### src/rtl/obc_chk_pkg.sv
// rtl/obc_chk_pkg.sv - state encoding and reference answer function for the OBC challenge monitor
package obc_chk_pkg;

   typedef enum logic [2:0] {
      IDLE     = 3'd0,
      ASK      = 3'd1,
      WAIT     = 3'd2,
      VERDICT  = 3'd3,
      FAILOVER = 3'd4,
      HALT     = 3'd5
   } state_t;

   // Expected answer to question q, zero-extended to 32 bits and masked to width.
   function automatic logic [31:0] local_answer(input logic [31:0] q, input int width);
      logic [31:0] mask;
      mask = (width >= 32) ? '1 : ((32'h1 << width) - 32'h1);
      return (q ^ (q << 1) ^ 32'h1) & mask;
   endfunction

endpackage

### src/rtl/lfsr_question_gen.sv
// rtl/lfsr_question_gen.sv - Fibonacci LFSR producing one question per step
module lfsr_question_gen #(
   parameter int               WIDTH     = 4,
   parameter logic [WIDTH-1:0] LFSR_SEED = 'h9,
   parameter logic [WIDTH-1:0] LFSR_TAPS = 'hC
) (
   input  logic             clk,
   input  logic             reset,
   input  logic             step,
   output logic [WIDTH-1:0] q
);

   logic [WIDTH-1:0] q_q, q_d;

   always_comb begin
      q_d = q_q;
      if (step) q_d = {q_q[WIDTH-2:0], ^(q_q & LFSR_TAPS)};
   end

   always_ff @(posedge clk or posedge reset) begin
      if (reset) q_q <= LFSR_SEED;
      else       q_q <= q_d;
   end

   assign q = q_q;

endmodule

### src/rtl/obc_challenge_monitor.sv
// rtl/obc_challenge_monitor.sv - challenge-response watchdog grading the OBC pair and failing over
module obc_challenge_monitor
   import obc_chk_pkg::*;
#(
   parameter int               WIDTH       = 4,
   parameter int               ROUNDS      = 10,
   parameter int               PASS_MIN    = 7,
   parameter int               MAX_STRIKES = 3,
   parameter int               TIMEOUT     = 255,
   parameter logic [WIDTH-1:0] LFSR_SEED   = 'h9,
   parameter logic [WIDTH-1:0] LFSR_TAPS   = 'hC
) (
   input  logic                               clk,
   input  logic                               reset,
   input  logic                               enable,
   output logic [WIDTH-1:0]                   question,
   output logic                               q_valid,
   input  logic [WIDTH-1:0]                   ans_obc,
   input  logic                               ans_valid,
   output logic                               obc_sel,
   output logic                               shutdown_req,
   output logic                               obc_ok,
   output logic [$clog2(MAX_STRIKES+1)-1:0]   strikes,
   output logic                               override
);

   localparam int RW = $clog2(ROUNDS + 1);
   localparam int TW = $clog2(TIMEOUT + 1);
   localparam int SW = $clog2(MAX_STRIKES + 1);
   localparam logic [RW-1:0] ROUND_LAST  = RW'(ROUNDS - 1);
   localparam logic [RW-1:0] ROUNDS_C    = RW'(ROUNDS);
   localparam logic [RW-1:0] PASS_MIN_C  = RW'(PASS_MIN);
   localparam logic [TW-1:0] TIMER_LAST  = TW'(TIMEOUT - 1);
   localparam logic [SW-1:0] STRIKE_LAST = SW'(MAX_STRIKES - 1);

   state_t          state_q, state_d;
   logic [RW-1:0]   round_q, round_d, correct_q, correct_d;
   logic [TW-1:0]   timer_q, timer_d;
   logic [SW-1:0]   strikes_q, strikes_d;
   logic            obc_sel_q, obc_sel_d, obc_ok_q, obc_ok_d, override_q, override_d;
   logic            lfsr_step, ans_match, verdict_pass;

   lfsr_question_gen #(
      .WIDTH     (WIDTH),
      .LFSR_SEED (LFSR_SEED),
      .LFSR_TAPS (LFSR_TAPS)
   ) u_qgen (
      .clk   (clk),
      .reset (reset),
      .step  (lfsr_step),
      .q     (question)
   );

   assign ans_match = (local_answer(32'(question), WIDTH) == 32'(ans_obc));

   always_comb begin
      state_d      = state_q;
      round_d      = round_q;
      correct_d    = correct_q;
      timer_d      = timer_q;
      strikes_d    = strikes_q;
      obc_sel_d    = obc_sel_q;
      obc_ok_d     = obc_ok_q;
      override_d   = override_q;
      lfsr_step    = 1'b0;
      q_valid      = 1'b0;
      shutdown_req = 1'b0;
      verdict_pass = 1'b0;
      case (state_q)
         IDLE: begin
            round_d   = '0;
            correct_d = '0;
            timer_d   = '0;
            if (enable) state_d = ASK;
         end
         ASK: begin
            q_valid = 1'b1;
            timer_d = '0;
            state_d = WAIT;
         end
         WAIT: begin
            // An answer arriving on the timeout cycle still counts as an answer.
            if (ans_valid || timer_q == TIMER_LAST) begin
               round_d = round_q + 1'b1;
               if (ans_valid && ans_match) correct_d = correct_q + 1'b1;
               if (round_q == ROUND_LAST) begin
                  state_d = VERDICT;
               end else begin
                  lfsr_step = 1'b1;
                  state_d   = ASK;
               end
            end else begin
               timer_d = timer_q + 1'b1;
            end
         end
         VERDICT: begin
            round_d   = '0;
            correct_d = '0;
            if (correct_q == ROUNDS_C) begin
               verdict_pass = 1'b1;
            end else if (correct_q >= PASS_MIN_C) begin
               strikes_d    = strikes_q + 1'b1;
               verdict_pass = (strikes_q != STRIKE_LAST);
            end
            obc_ok_d = verdict_pass;
            if (verdict_pass) begin
               lfsr_step = 1'b1;
               state_d   = enable ? ASK : IDLE;
            end else begin
               state_d = obc_sel_q ? HALT : FAILOVER;
            end
         end
         FAILOVER: begin
            shutdown_req = 1'b1;
            obc_sel_d    = 1'b1;
            strikes_d    = '0;
            round_d      = '0;
            correct_d    = '0;
            timer_d      = '0;
            state_d      = ASK;
         end
         HALT: begin
            // First HALT cycle carries the single shutdown pulse; override latches after it.
            shutdown_req = ~override_q;
            override_d   = 1'b1;
         end
         default: state_d = IDLE;
      endcase
   end

   always_ff @(posedge clk or posedge reset) begin
      if (reset) begin
         state_q    <= IDLE;
         round_q    <= '0;
         correct_q  <= '0;
         timer_q    <= '0;
         strikes_q  <= '0;
         obc_sel_q  <= 1'b0;
         obc_ok_q   <= 1'b0;
         override_q <= 1'b0;
      end else begin
         state_q    <= state_d;
         round_q    <= round_d;
         correct_q  <= correct_d;
         timer_q    <= timer_d;
         strikes_q  <= strikes_d;
         obc_sel_q  <= obc_sel_d;
         obc_ok_q   <= obc_ok_d;
         override_q <= override_d;
      end
   end

   assign obc_sel  = obc_sel_q;
   assign obc_ok   = obc_ok_q;
   assign strikes  = strikes_q;
   assign override = override_q;

endmodule

### config.mk
export PLATFORM = sky130hd
export DESIGN_NAME = obc_challenge_monitor
export DESIGN_NICKNAME = d
export VERILOG_FILES = /design/src/rtl/obc_chk_pkg.sv /design/src/rtl/lfsr_question_gen.sv /design/src/rtl/obc_challenge_monitor.sv
export SDC_FILE = /design/constraint.sdc
export NUM_CORES = 1
export LEC_CHECK = 0
export ABC_AREA = 0
export CAP_MARGIN = 30
export CORE_MARGIN = 4
export CORE_UTILIZATION = 42
export DETAILED_ROUTE_END_ITERATION = 16
export SYNTH_ARGS = -nofsm -noshare
export SYNTH_HDL_FRONTEND = slang
export SYNTH_SLANG_ARGS = --single-unit
### constraint.sdc
create_clock -name clk -period 2.35 [get_ports clk]
set_clock_uncertainty 0.1 [all_clocks]
set_input_delay 0.47 -clock clk [delete_from_list [all_inputs] [get_ports clk]]
set_output_delay 0.47 -clock clk [all_outputs]
set_load 0.05 [all_outputs]
Yosys cells after proc, flatten, opt, wreduce, memory -nomap -nowiden
Index checks and enable logic that the tools add are counted.

$add $sub $neg: 4. Order comparisons: 1. Eq/ne operators: 16. Multiplexer cells: 26. Bitwise logic cells: 4. Reduce and logical (&&, ||, !) cells: 14.

Operators with widths (number): 3-bit case mux with 6 select lines (1); 4-bit case mux with 2 select lines (2); 8-bit case mux with 2 select lines (1); 2-bit inequality test, second input constant (7); 4-bit 2-to-1 mux (3); 1-bit 2-to-1 mux (9); 3-bit 2-to-1 mux (3); 3-bit AND reduction (3); 4-bit by 1-bit adder with 4-bit output, second input constant (2); 8-bit by 1-bit adder with 8-bit output, second input constant (1); 4-bit == test, second input constant (2); 8-bit == test, second input constant (1); 8-bit 2-to-1 mux (1); 3-bit by 2-bit == test with 1-bit output, second input constant (2); 3-bit == test, second input constant (2); 2-bit 2-to-1 mux (3); 2-bit nonzero test (3); 3-bit OR reduction (2); 4-bit == test (1); 4-bit by 3-bit greater-or-equal comparator with 1-bit output, second input constant (1); 1-bit case mux with 2 select lines (2); 2-bit case mux with 2 select lines (1); 2-bit AND reduction (2); 4-bit XOR reduction (1); 7 further kinds (9).

Register bits after elaboration: 28. Input bits: 8. Output and inout bits: 11. Word-level logic and storage cells: 74.

Logic depth before layout (Yosys ltp)
Gate-level depths: netlist of run 1.

Depth after elaboration: 7. Gate-level depth with buffers: 7. Gate-level depth less buffers: 7.

By module
A second synthesis of run 1 with hierarchy kept.

Cells, all modules: 165. Area total of the unflattened synthesis: 1616.6 µm².

Modules (own cells, without submodules): obc_challenge_monitor (times used 1, cells each 154, area an instance 1458.9 µm², sequential area each 600.6 µm²); lfsr_question_gen (times used 1, cells each 11, area an instance 157.7 µm², sequential area each 102.6 µm²).

Worst setup path before layout of run 1
Ideal clock, no wire load.

Path kind: register to output. Start point: register state_q[0]. End point: output q_valid. Data arrival time: 1.677 ns. Required time: 1.780 ns. Path slack: 0.103 ns. Cell stages (with the launch flop): 4. Buffers on the path: 1. Path through: dfrtp_1 -> buf_2 -> inv_1 -> nor3_1.

Word-level cells in the longest chain between the ends: 2.

Ends and longest elaborated chain: from (decl) (RTL line obc_challenge_monitor.sv:36) `state_t state_q, state_d;`; from (signal assigned) (RTL line obc_challenge_monitor.sv:142) `state_q <= state_d;`; 3-bit by 1-bit == test with 1-bit output (RTL line obc_challenge_monitor.sv:69) `case (state_q)`; 1-bit 2-to-1 mux (RTL line obc_challenge_monitor.sv:69); to (decl) (RTL line obc_challenge_monitor.sv:17) `output logic q_valid,`.

No other way between the ends.

Worst setup path in the final report of run 1
Start point: register u_qgen.q_q[3] (netlist: u_qgen.q[3]). End point: output question[3].

RTL lines: from (decl) (RTL line lfsr_question_gen.sv:13) `logic [WIDTH-1:0] q_q, q_d;`; from (signal assigned) (RTL line lfsr_question_gen.sv:22) `else q_q <= q_d;`; to (decl) (RTL line obc_challenge_monitor.sv:16) `output logic [WIDTH-1:0] question,`.

No word-level cell between the ends.

==> flow_metrics.py, run 1 <==
metrics = {
    "outcome": {
        "status": "completed",
    },
    "drt": {
        "ant_nets": 0,
        "avgViaCountPerCell": 5.08,
        "routed_wl_mm": 2.93,
        "vias": 1128,
        "wl_per_cell_um": 13.2,
        "drc": 0,
        "drt_iter0_drc": 15,
        "first_pass_iters": 4,
    },
    "power_and_ir_drop": {
        "p_per_area_mw_per_mm2": 857,
        "ir_worst_vdd_v": 0.000594,
        "netSwitchingFraction_pct": 40.8,
        "comb_power_share_pct": 40.7,
        "power_leakage_nw": 0.829,
        "share_seq_of_total_power_pct": 40.9,
        "p_sw_mw": 0.656,
        "p_clk_share_pct": 18.4,
        "internal_power_mw": 0.950,
    },
    "clocking": {
        "clkTransAtPathRegs_ns": 0.09,
        "clock_path_buffers": 2,
        "cts_sinks": 28,
        "post_cts_buffers": 0,
        "cts_buffers": 3,
        "root_buffer": "clkbuf_8",
        "htree_num_levels": 1,
        "cts_hold_buf": 0,
        "cts_tree": "built",
        "post_cts_resize_count": 0,
        "clk_latency_ns": 0.27,
    },
    "layout": {
        "drive_above_1_share_pct": 13.6,
        "fin_nets": 192,
        "area_growth_pct": 21.6,
        "nFillCells": 325,
        "num_antenna_cells": 0,
    },
    "yosys": {
        "yosys-top-cells-count": "26 x dfrtp_1, 15 x nor2_1, 13 x nand2_1",
        "yosysWarnings": 0,
        "synthArstFlopShare_pct": 100,
        "synth_edf_count": 0,
        "ys.flop_type": "dfrtp_1",
        "yosys.cell_types.count": 36,
        "synth_compound_area_share_pct": 13.9,
        "synth_top_area_cell": "dfrtp_1",
        "synth_area_mm2": 0.00154,
        "synth_nets": 165,
        "synth-xor-area-share_pct": 5.68,
        "post-synth-top-count-cell": "dfrtp_1",
        "synth_seq_cells": 28,
        "synth_mux_area_share_pct": 6.98,
        "synth_fa_ha_area_share_pct": 5.68,
        "ys_seq_area_share_pct": 45.6,
        "synth_top_area_share_pct": 42.2,
        "synthSimpleGateAreaFrac_pct": 20.1,
        "syn_area_per_cell_um2": 10.3,
        "synth_cells": 150,
        "ys_top_cells_by_area": "dfrtp_1 42%, ha_1 5.7%, xor2_1 4.5%",
        "synth_top_family_by_area": "simple AND/OR/NAND/NOR gates",
    },
    "worst_setup_path": {
        "start_kind": "flop",
        "cp_num_buf_inv": 1,
        "cp_top_family": "buffers and inverters",
        "crit_type": "reg2out",
        "rr_startpoint": "correct_q[0]$_DFFE_PP0P_",
        "reg2regPathDepth": 7,
        "r2r_end": "u_qgen.q[2]$_DFFE_PP0P_",
        "cp-end-kind": "primary output",
        "cpMaxStageDelayCell": "clkdlybuf4s50_1",
        "crit_chain": "clkdlybuf4s50_1",
        "cpPeakStageDelay_ns": 0.80,
        "crit_fanout": 4,
        "cp.arrival_ns": 1.65,
        "required_ns": 1.78,
        "r2r_slack_ns": 0.32,
    },
    "die": {
        "die_w_um": 68.6,
        "core_area_mm2": 0.00344,
        "die_y_um": 68.6,
        "initial_utilization_pct": 44.8,
        "rows": 21,
        "io_pins": 19,
        "die_area_mm2": 0.00470,
    },
    "global_routing": {
        "grt_pass1_wl_mm": 5.28,
        "grt_overflow": 0,
        "antenna_found_initial": 0,
        "grt_max_degree": 29,
        "grt_pass1_vias": 1164,
        "grt_use_total_pct": 15.0,
    },
    "place": {
        "place.gp.congestion": 0.815,
        "io_buffers": 18,
        "hpwl_mm": 2.30,
        "place_ws_ns": 0.0808,
    },
    "sta": {
        "fmax_mhz": 450,
        "tightest_slew_ns": 0.598,
        "setup_viol": 0,
        "drv_slew": 0,
        "rsz0062_at_grt": "no",
        "slew_headroom_pct": 59.8,
        "setup_ws_ns": 0.128,
        "setup-tns-final_ns": 0,
        "period_share_pct": 94.6,
        "min_period_ns": 2.22,
        "finalHoldViolCount": 0,
    },
    "worst_hold_path": {
        "hp-class": "reg2reg",
        "min_path_cells": 1,
        "holdPathEnd": "round_q[3]$_DFFE_PP0P_",
        "min_from": "round_q[3]$_DFFE_PP0P_",
    },
    "flow_run": {
        "max-cap-violations": 0,
    },
}
-- routing by layer --
| metal | up-vias | part of all wire [%] | track usage [%] |
|---|---|---|---|
| met4 | 0 | 1.7 | 6.70 |
| met2 | 10 | 46 | 24.9 |
| met1 | 528 | 49 | 19.2 |
| li1 | 585 | - | - |
| met5 | - | 0 | 0 |
| met3 | 5 | 2.5 | 2.27 |
-- placed cells by master, fill, tap and decap left out, types with 2 or more instances in the layout --
master           instances
ha_1                     7
o22ai_1                  2
o21ai_0                 10
mux2i_1                  4
a21oi_1                  7
dfrtp_1                 26
and4_1                   2
xor2_1                   8
xnor2_1                  2
nor2_1                  15
nand2_1                 13
nor2b_1                  2
a21boi_0                 2
nand2b_1                 4
dfstp_2                  2
or3_1                    2
buf_4                    6
nand4_1                  4
nand3_1                  6
clkdlybuf4s50_1         16
clkbuf_8                 4
mux2_2                   6
and3_1                   2
inv_1                    7
nor3_1                   2
o22a_1                   2
-- logic make-up (layout without fill, tap and decap cells) --
kind of cell,count (synthesis),count (layout)
flip-flops,28,28
AND/OR/NAND/NOR,58,58
AO/OA/AOI/OAI,29,29
multiplexers,10,10
buffers and inverters,8,34
XOR/XNOR,10,10
adder cells (fa/ha/maj),7,7
-- how the worst max path moves through the flow --
stage                             from                       end  depth (start not counted)
5_1_grt        u_qgen.q[0]$_DFFE_PP1P_               question[0]                          1
2_1_floorplan   state_q[0]$_DFFE_PP0P_                   q_valid                          3
4_1_cts        u_qgen.q[3]$_DFFE_PP1P_               question[3]                          1
6_report       u_qgen.q[3]$_DFFE_PP1P_               question[3]                          1
3_5_place_dp                ans_obc[1]  correct_q[3]$_DFFE_PP0P_                          6
3_3_place_gp                ans_obc[1]  correct_q[3]$_DFFE_PP0P_                          6
-- per-stage QoR --
step | cell area [µm²] | hold WS, ns | std cells | util (%) | total power, mW
2_1_floorplan | 1540 | 0.345 | 150 | - | 1.10
3_3_place_gp | 1820 | 0.367 | 218 | 52.9 | 1.32
3_5_place_dp | 1820 | 0.374 | 218 | 52.9 | 1.33
4_1_cts | 1870 | 0.390 | 222 | 54.5 | 1.63
5_1_grt | 1870 | 0.429 | 222 | 54.5 | 1.73
6_report | 1870 | 0.381 | 222 | 54.5 | 1.61
-- cell type report --
| cell class | count | area [µm²] | share of cell area (%) |
|---|---|---|---|
| multi-input cells | 114 | 807 | 43.1 |
| flip-flops and latches | 28 | 703 | 37.5 |
| repair buffers | 23 | 225 | 12.0 |
| well taps | 46 | 57.6 | 3.07 |
| clock buffers | 4 | 55.1 | 2.94 |
| inverters | 7 | 26.3 | 1.40 |
-- sequential cells by signal, summed over array words and instances (netlist names) --
register	count
correct_q	4
strikes	2
state_q	3
timer_q	8
obc_ok	1
override	1
u_qgen.q	4
obc_sel	1
round_q	4
-- power groups by stage --
stage	clock network [mW]	registers, mW	logic [mW]
after floorplan	0	0.711	0.388
after global placement	0	0.661	0.655
after detailed placement	0	0.667	0.659
after CTS	0.306	0.657	0.664
after global routing	0.328	0.672	0.727
final	0.295	0.658	0.653
Power figures use the tool's default switching activity.
==> run 2, diff against run 1 <==
Settings changed: SLEW_MARGIN set to 20.
==> results of run 2 <==
No change in the layout: final DEF, timing and power equal those of run 1.
==> run 3, diff against run 2 <==
Settings changed: SKIP_LAST_GASP set to 1, SLEW_MARGIN 20 to unset.
==> results of run 3 <==
No change in the layout: final DEF, timing and power equal those of run 1.
